<file path="src/rtl/mips_pkg.sv">
// Shared MIPS decode constants, Tuse/Tnew encodings and the per-stage hazard record.
package mips_pkg;

  localparam logic [5:0] OP_RTYPE = 6'h00;
  localparam logic [5:0] OP_JAL   = 6'h03;
  localparam logic [5:0] OP_BEQ   = 6'h04;
  localparam logic [5:0] OP_BNE   = 6'h05;
  localparam logic [5:0] OP_ADDI  = 6'h08;
  localparam logic [5:0] OP_ADDIU = 6'h09;
  localparam logic [5:0] OP_SLTI  = 6'h0a;
  localparam logic [5:0] OP_ORI   = 6'h0d;
  localparam logic [5:0] OP_LUI   = 6'h0f;
  localparam logic [5:0] OP_LW    = 6'h23;
  localparam logic [5:0] OP_SW    = 6'h2b;

  localparam logic [5:0] FN_JR    = 6'h08;
  localparam logic [5:0] FN_MFHI  = 6'h10;
  localparam logic [5:0] FN_MTHI  = 6'h11;
  localparam logic [5:0] FN_MFLO  = 6'h12;
  localparam logic [5:0] FN_MTLO  = 6'h13;
  localparam logic [5:0] FN_MULT  = 6'h18;
  localparam logic [5:0] FN_MULTU = 6'h19;
  localparam logic [5:0] FN_DIV   = 6'h1a;
  localparam logic [5:0] FN_DIVU  = 6'h1b;
  localparam logic [5:0] FN_ADDU  = 6'h21;
  localparam logic [5:0] FN_SUBU  = 6'h23;
  localparam logic [5:0] FN_AND   = 6'h24;
  localparam logic [5:0] FN_OR    = 6'h25;
  localparam logic [5:0] FN_XOR   = 6'h26;
  localparam logic [5:0] FN_SLT   = 6'h2a;

  localparam logic [2:0] TUSE_0    = 3'd0;
  localparam logic [2:0] TUSE_1    = 3'd1;
  localparam logic [2:0] TUSE_2    = 3'd2;
  // Operand not read: larger than any Tnew, so it can never stall.
  localparam logic [2:0] TUSE_NONE = 3'd7;

  localparam logic [2:0] TNEW_0 = 3'd0;
  localparam logic [2:0] TNEW_1 = 3'd1;
  localparam logic [2:0] TNEW_2 = 3'd2;

  typedef enum logic [1:0] {
    MD_NONE,
    MD_MUL,
    MD_DIV,
    MD_HILO
  } md_kind_t;

  typedef struct packed {
    logic [4:0] waddr;
    logic [2:0] tnew;
    logic       is_md;
  } stage_rec_t;

  localparam stage_rec_t BUBBLE = '0;

  function automatic logic [2:0] tnew_step(input logic [2:0] t);
    return (t == TNEW_0) ? TNEW_0 : t - 3'd1;
  endfunction

endpackage

</file>
<file path="src/rtl/instr_class.sv">
// Combinational D-stage classifier: destination, Tnew, per-operand Tuse/source and mult/div class.
// Unread operands report source register 0 and TUSE_NONE.
module instr_class
  import mips_pkg::*;
(
  input  logic [31:0] instr,
  output logic [4:0]  waddr,
  output logic [2:0]  tnew,
  output logic [4:0]  src_rs,
  output logic [4:0]  src_rt,
  output logic [2:0]  tuse_rs,
  output logic [2:0]  tuse_rt,
  output logic        is_md,
  output md_kind_t    md_kind
);

  logic [5:0] op;
  logic [5:0] fn;
  logic [4:0] rs;
  logic [4:0] rt;
  logic [4:0] rd;
  logic       unused_shamt;

  assign op = instr[31:26];
  assign rs = instr[25:21];
  assign rt = instr[20:16];
  assign rd = instr[15:11];
  assign fn = instr[5:0];
  assign unused_shamt = ^instr[10:6];

  always_comb begin
    waddr   = 5'd0;
    tnew    = TNEW_0;
    tuse_rs = TUSE_NONE;
    tuse_rt = TUSE_NONE;
    md_kind = MD_NONE;
    case (op)
      OP_RTYPE: begin
        case (fn)
          FN_ADDU, FN_SUBU, FN_AND, FN_OR, FN_XOR, FN_SLT: begin
            waddr   = rd;
            tnew    = TNEW_1;
            tuse_rs = TUSE_1;
            tuse_rt = TUSE_1;
          end
          FN_JR: tuse_rs = TUSE_0;
          FN_MULT, FN_MULTU: begin
            tuse_rs = TUSE_1;
            tuse_rt = TUSE_1;
            md_kind = MD_MUL;
          end
          FN_DIV, FN_DIVU: begin
            tuse_rs = TUSE_1;
            tuse_rt = TUSE_1;
            md_kind = MD_DIV;
          end
          FN_MFHI, FN_MFLO: begin
            waddr   = rd;
            tnew    = TNEW_1;
            md_kind = MD_HILO;
          end
          FN_MTHI, FN_MTLO: begin
            tuse_rs = TUSE_1;
            md_kind = MD_HILO;
          end
          default: ;
        endcase
      end
      OP_ORI, OP_ADDI, OP_ADDIU, OP_SLTI: begin
        waddr   = rt;
        tnew    = TNEW_1;
        tuse_rs = TUSE_1;
      end
      OP_LUI: begin
        waddr = rt;
        tnew  = TNEW_1;
      end
      OP_LW: begin
        waddr   = rt;
        tnew    = TNEW_2;
        tuse_rs = TUSE_1;
      end
      OP_SW: begin
        tuse_rs = TUSE_1;
        tuse_rt = TUSE_2;
      end
      OP_BEQ, OP_BNE: begin
        tuse_rs = TUSE_0;
        tuse_rt = TUSE_0;
      end
      OP_JAL: begin
        waddr = 5'd31;
        tnew  = TNEW_0;
      end
      default: ;
    endcase
  end

  assign src_rs = (tuse_rs == TUSE_NONE) ? 5'd0 : rs;
  assign src_rt = (tuse_rt == TUSE_NONE) ? 5'd0 : rt;
  assign is_md  = (md_kind != MD_NONE);

endmodule

</file>
<file path="src/rtl/hazard_ctrl.sv">
// Pipeline hazard unit: combinational stall/forward selects for the D instruction from NSTAGE
// tracked stage records, plus the mult/div busy counter. Stall holds D and bubbles stage 1.
module hazard_ctrl
  import mips_pkg::*;
#(
  parameter  int NSTAGE  = 3,
  parameter  int MUL_CYC = 5,
  parameter  int DIV_CYC = 10,
  localparam int SW      = $clog2(NSTAGE + 1)
) (
  input  logic          clk,
  input  logic          reset_n,
  input  logic [31:0]   instr_d,
  input  logic          flush,
  output logic          stall,
  output logic [SW-1:0] fwd_rs,
  output logic [SW-1:0] fwd_rt,
  output logic          md_busy
);

  localparam int MD_MAX = (MUL_CYC > DIV_CYC) ? MUL_CYC : DIV_CYC;
  localparam int CW     = $clog2(MD_MAX + 1);

  logic [4:0]  d_waddr;
  logic [2:0]  d_tnew;
  logic [4:0]  d_src_rs;
  logic [4:0]  d_src_rt;
  logic [2:0]  d_tuse_rs;
  logic [2:0]  d_tuse_rt;
  logic        d_is_md;
  md_kind_t    d_kind;

  stage_rec_t [NSTAGE:1] stg;
  stage_rec_t  dec_rec;
  logic        e_div;
  logic [CW-1:0] md_cnt;

  logic [SW:0] rs_scan;
  logic [SW:0] rt_scan;
  logic        busy_raw;
  logic        stall_raw;
  logic        bubble;

  instr_class u_class (
    .instr   (instr_d),
    .waddr   (d_waddr),
    .tnew    (d_tnew),
    .src_rs  (d_src_rs),
    .src_rt  (d_src_rt),
    .tuse_rs (d_tuse_rs),
    .tuse_rt (d_tuse_rt),
    .is_md   (d_is_md),
    .md_kind (d_kind)
  );

  // Returns {stall, select}: stall is judged on the nearest writer only,
  // select is the nearest writer whose result is already available.
  function automatic logic [SW:0] scan(input stage_rec_t [NSTAGE:1] s,
                                       input logic [4:0] src,
                                       input logic [2:0] tuse);
    logic          hit;
    logic          stl;
    logic [SW-1:0] sel;
    hit = 1'b0;
    stl = 1'b0;
    sel = '0;
    for (int k = 1; k <= NSTAGE; k++) begin
      if (src != 5'd0 && s[k].waddr == src) begin
        if (!hit) stl = (s[k].tnew > tuse);
        if (sel == '0 && s[k].tnew == TNEW_0) sel = SW'(k);
        hit = 1'b1;
      end
    end
    return {stl, sel};
  endfunction

  always_comb begin
    dec_rec       = BUBBLE;
    dec_rec.waddr = d_waddr;
    dec_rec.tnew  = d_tnew;
    dec_rec.is_md = (d_kind == MD_MUL) || (d_kind == MD_DIV);
  end

  assign rs_scan   = scan(stg, d_src_rs, d_tuse_rs);
  assign rt_scan   = scan(stg, d_src_rt, d_tuse_rt);
  assign busy_raw  = (md_cnt != '0);
  assign stall_raw = rs_scan[SW] | rt_scan[SW] | (d_is_md & (busy_raw | stg[1].is_md));
  assign bubble    = stall_raw | flush;

  always_ff @(posedge clk) begin
    if (!reset_n) begin
      for (int k = 1; k <= NSTAGE; k++) stg[k] <= BUBBLE;
      e_div  <= 1'b0;
      md_cnt <= '0;
    end else begin
      stg[1] <= bubble ? BUBBLE : dec_rec;
      e_div  <= !bubble && (d_kind == MD_DIV);
      for (int k = 2; k <= NSTAGE; k++) begin
        stg[k].waddr <= stg[k-1].waddr;
        stg[k].tnew  <= tnew_step(stg[k-1].tnew);
        stg[k].is_md <= stg[k-1].is_md;
      end
      // The unit starts as the mult/div moves from stage 1 to stage 2.
      if (stg[1].is_md) md_cnt <= e_div ? CW'(DIV_CYC) : CW'(MUL_CYC);
      else if (busy_raw) md_cnt <= md_cnt - CW'(1);
    end
  end

  assign stall   = reset_n & stall_raw;
  assign fwd_rs  = reset_n ? rs_scan[SW-1:0] : '0;
  assign fwd_rt  = reset_n ? rt_scan[SW-1:0] : '0;
  assign md_busy = reset_n & busy_raw;

endmodule

</file>
<file path="config.mk">
export PLATFORM = sky130hd
export DESIGN_NAME = hazard_ctrl
export DESIGN_NICKNAME = d
export VERILOG_FILES = /design/src/rtl/mips_pkg.sv /design/src/rtl/instr_class.sv /design/src/rtl/hazard_ctrl.sv
export SDC_FILE = /design/constraint.sdc
export NUM_CORES = 1
export LEC_CHECK = 0
export ABC_AREA = 1
export CORE_MARGIN = 3
export CORE_UTILIZATION = 50
export DETAILED_ROUTE_END_ITERATION = 16
export GPL_TIMING_DRIVEN = 0
export PLACE_DENSITY = 0.75
export REMOVE_ABC_BUFFERS = 1
export SLEW_MARGIN = 20
export SYNTH_ARGS = -nofsm -noshare
export SYNTH_HDL_FRONTEND = slang
export SYNTH_SLANG_ARGS = --single-unit
</file>
<file path="constraint.sdc">
create_clock -name clk -period 3.9 [get_ports clk]
set_input_delay 0.78 -clock clk [delete_from_list [all_inputs] [get_ports clk]]
set_output_delay 0.78 -clock clk [all_outputs]
set_load 0.03 [all_outputs]
</file>
==> results of run 1 <==
-- through the flow --
step	area (sq um)	util (%)	hold WS, ns
global route	3978	82.04	0.4326
floorplan	2531	-	0.3925
CTS	3655	75.38	0.4279
detailed placement	2965	61.16	0.4178
finish	3978	82.04	0.4304
global placement	2965	61.16	0.4123
-- flip-flops by register name, summed over array words and instances (netlist names) --
| register | flops |
|---|---|
| e_div | 1 |
| md_cnt | 4 |
| stg | 24 |
-- layer usage --
| layer | track usage [%] | up-vias | wire length [um] |
|---|---|---|---|
| met5 | 0 | - | 0 |
| met4 | 20.82 | 0 | 1062 |
| met3 | 6.265 | 123 | 1524 |
| met2 | 52.65 | 360 | 5057 |
| met1 | 36.45 | 1600 | 4117 |
| li1 | - | 1542 | - |
-- power groups by stage --
| stage | Clock, uW | Combinational (uW) | Sequential [uW] |
|---|---|---|---|
| 6_report | 266 | 383 | 328 |
| 5_1_grt | 273 | 410 | 329 |
| 4_1_cts | 256 | 316 | 327 |
| 3_5_place_dp | 0 | 273 | 333 |
| 3_3_place_gp | 0 | 265 | 332 |
| 2_1_floorplan | 0 | 180 | 331 |
-- worst paths after layout --
path,end,cells past startpoint,startpoint,slack (ns)
max reg2reg,stg[8],12,md_cnt[0],1.83
max,stall,18,instr_d[29],-0.04
min,stg[19],1,stg[10],0.43
min reg2reg,stg[19],1,stg[10],0.43
-- cells in the mapped netlist --
library cell,instances
buf_6,2
a2111oi_0,3
a221o_1,5
nand4_1,14
or2_1,1
a21oi_1,10
a211o_1,1
nand3_1,39
nand4_4,1
conb_1,1
ha_1,23
buf_4,1
clkinv_1,1
nor2_1,37
buf_2,1
nand3_2,1
o31ai_1,3
nor3_1,7
xor2_1,5
a211oi_1,3
inv_1,73
clkbuf_1,1
nand2_1,106
a221oi_1,1
xnor2_1,2
nand2_4,1
o21ai_0,10
dfxtp_1,29
nand3b_1,3
a31oi_1,2
or2_2,1
nor2_2,7
o2111ai_1,1
nor3_2,1
nor4_1,2
nand2_2,8
inv_2,3
-- layout make-up --
cell class,count,area share (%)
well taps,67,2.108
clock buffers,7,2.170
repair buffers,103,22.15
multi-input cells,300,51.27
inverters,77,7.707
flip-flops and latches,29,14.60
-- cell families after synthesis --
kind of cell	count (synthesis)	share of synthesized area [%]
AOI/OAI and AO/OA	39	10.13
xor gates and xnor gates	7	2.386
adders and majority gates	23	11.20
and+or+nand+nor	229	40.80
buffers and inverters	82	12.76
other	1	0.1459
DFF	29	22.59
-- worst reg2reg max path, stage by stage, from the launching register on --
cell and delay (ns):
dfxtp_1 0.31, inv_1 0.07, ha_1 0.18, nand2_1 0.06
nor2_1 0.18, nand2_1 0.07, inv_1 0.15, or2_2 0.16
nand2_1 0.08, nor2_2 0.13, buf_4 0.15, nand4_4 0.22
nor2_1 0.22
-- timing repair --
item,CTS,global route
hold endpoints to repair,0,0
gates resized for setup,104,91
setup buffers,58,14
cloned,1,0
endpoints found under the setup margin,5,11
pin swaps,29,37
==> flow_summary.ini, run 1 <==
[outcome]
status = complete, but fails checks
violations = negative setup slack

[die]
pin_count = 41
die_y_um = 77.70
dieArea_sq_um = 6037
core_area_sq_um = 4848
initial_utilization_pct = 53.01
rows = 25
die_w_um = 77.70

[power]
power_frac_seq_pct = 33.6
power.net_switching_uw = 362.9
p_per_area_nw_per_um2 = 245.8
swShare_pct = 37.12
total_power_uw = 977.6
combPwrFrac_pct = 39.2
internal_power_uw = 614.7
clockPowerShare_pct = 27.3
vdd_ir_drop_max_v = 0.0002463
p_leak_uw = 0.001957

[global_routing]
grt_pass1_wl_um = 15070
grt_pass1_vias = 3144
grt-ovfl-total = 0
grt_max_degree = 17
grt_usage_pct = 31.60
antenna_found_initial = 0

[clock_tree]
tritoncts = built
numCtsBuffers = 5
clock_path_buffers = 2
cts.clk_slew.worst_paths_ns = 0.06
numClockSinks = 29
h-tree-depth = 2
root_buffer = clkbuf_8
postCtsHoldBufs = 0
clock_latency_ns = 0.29

[setup_path]
slowest_stage = ha_1
cpPeakStageDelay_ns = 0.25
worstPathArrival_ns = 3.16
crit_required_ns = 3.12
crit_chain = buf_2 -> nor2_1 -> nand3_1 -> nand2_1 -> inv_2 -> nand2_4 -> nand2_4 -> clkinvlp_4 -> buf_6 -> ha_1 -> nand3b_1 -> o21ai_1 -> nor3_1 -> nor2_2 -> nand3_2 -> nand2_2 -> inv_2 -> buf_6
path_max_fanout = 5
path_buf_inv = 6
end_kind = output port
cp_top_family = simple AND/OR/NAND/NOR gates
crit_type = primary input to output port
crit_path_start_kind = primary input

[final_layout]
finalNonFillerCells = 583
antenna_cells = 0
area.growth.synth_to_final_pct = 54.77
multi_input_comb_area_sq_um = 2039
drive_gt1_share_pct = 35.47
final_common_cell = nand2_1
seqCellArea_sq_um = 580.6
layout_common_cells = 88 x nand2_1, 63 x buf_4, 61 x inv_1, 33 x nand3_1, 29 x dfxtp_1
layout.nets = 574
num-fill-cells = 296

[logic_synthesis]
synthDistinctLibCells = 37
ys_top_cells_by_area = dfxtp_1 23%, nand2_1 15%, ha_1 11%, inv_1 11%, nand3_1 7.6%
syn_area_per_cell_sq_um = 6.268
syn-cell-area_sq_um = 2570
synth_cells = 410
post-synth-top-area-fraction_pct = 22.59
ys_seq_area_share_pct = 22.59
yosysTopAreaCell = dfxtp_1
yosys_warnings = 0
synth_seq_cells = 29

[timing]
fmax_mhz = 253.8
maxSlewHeadroom_pct = 30.05
final_hold_viol_count = 0
max_slew.worst_pin.slew_ns = 1.040
fin_skew_ns = 0.006625
rsz0062_at_grt = true
min_period_over_period_pct = 101.0
period_needed_ns = 3.940
finalSetupViolations = 3
slew_violations = 0
fin_ws_ns = -0.04005
fin_tns_setup_ns = -0.07773

[routing]
drt_iter0_drc = 579
wire_per_inst_um = 20.17
dr_total_vias = 3625
wl_um = 11760
drc = 0
viasPerCell = 6.218
postRouteAntennaNets = 0
first_pass_iters = 7

[placement]
portBuffers = 35
place_inst = 507
place_ws_ns = -1.220
gp_congestion = 0.8938
hpwl_um = 5049

[job]
cap_viol_max_count = 0

[hold_path]
min_path_type = flip-flop to flip-flop
Power figures use the tool's default switching activity.
==> run 2, diff against run 1 <==
GPL_ROUTABILITY_DRIVEN = 0   (was not set)
==> results of run 2 <==
Final layout, timing and power as in run 1 (identical DEF).
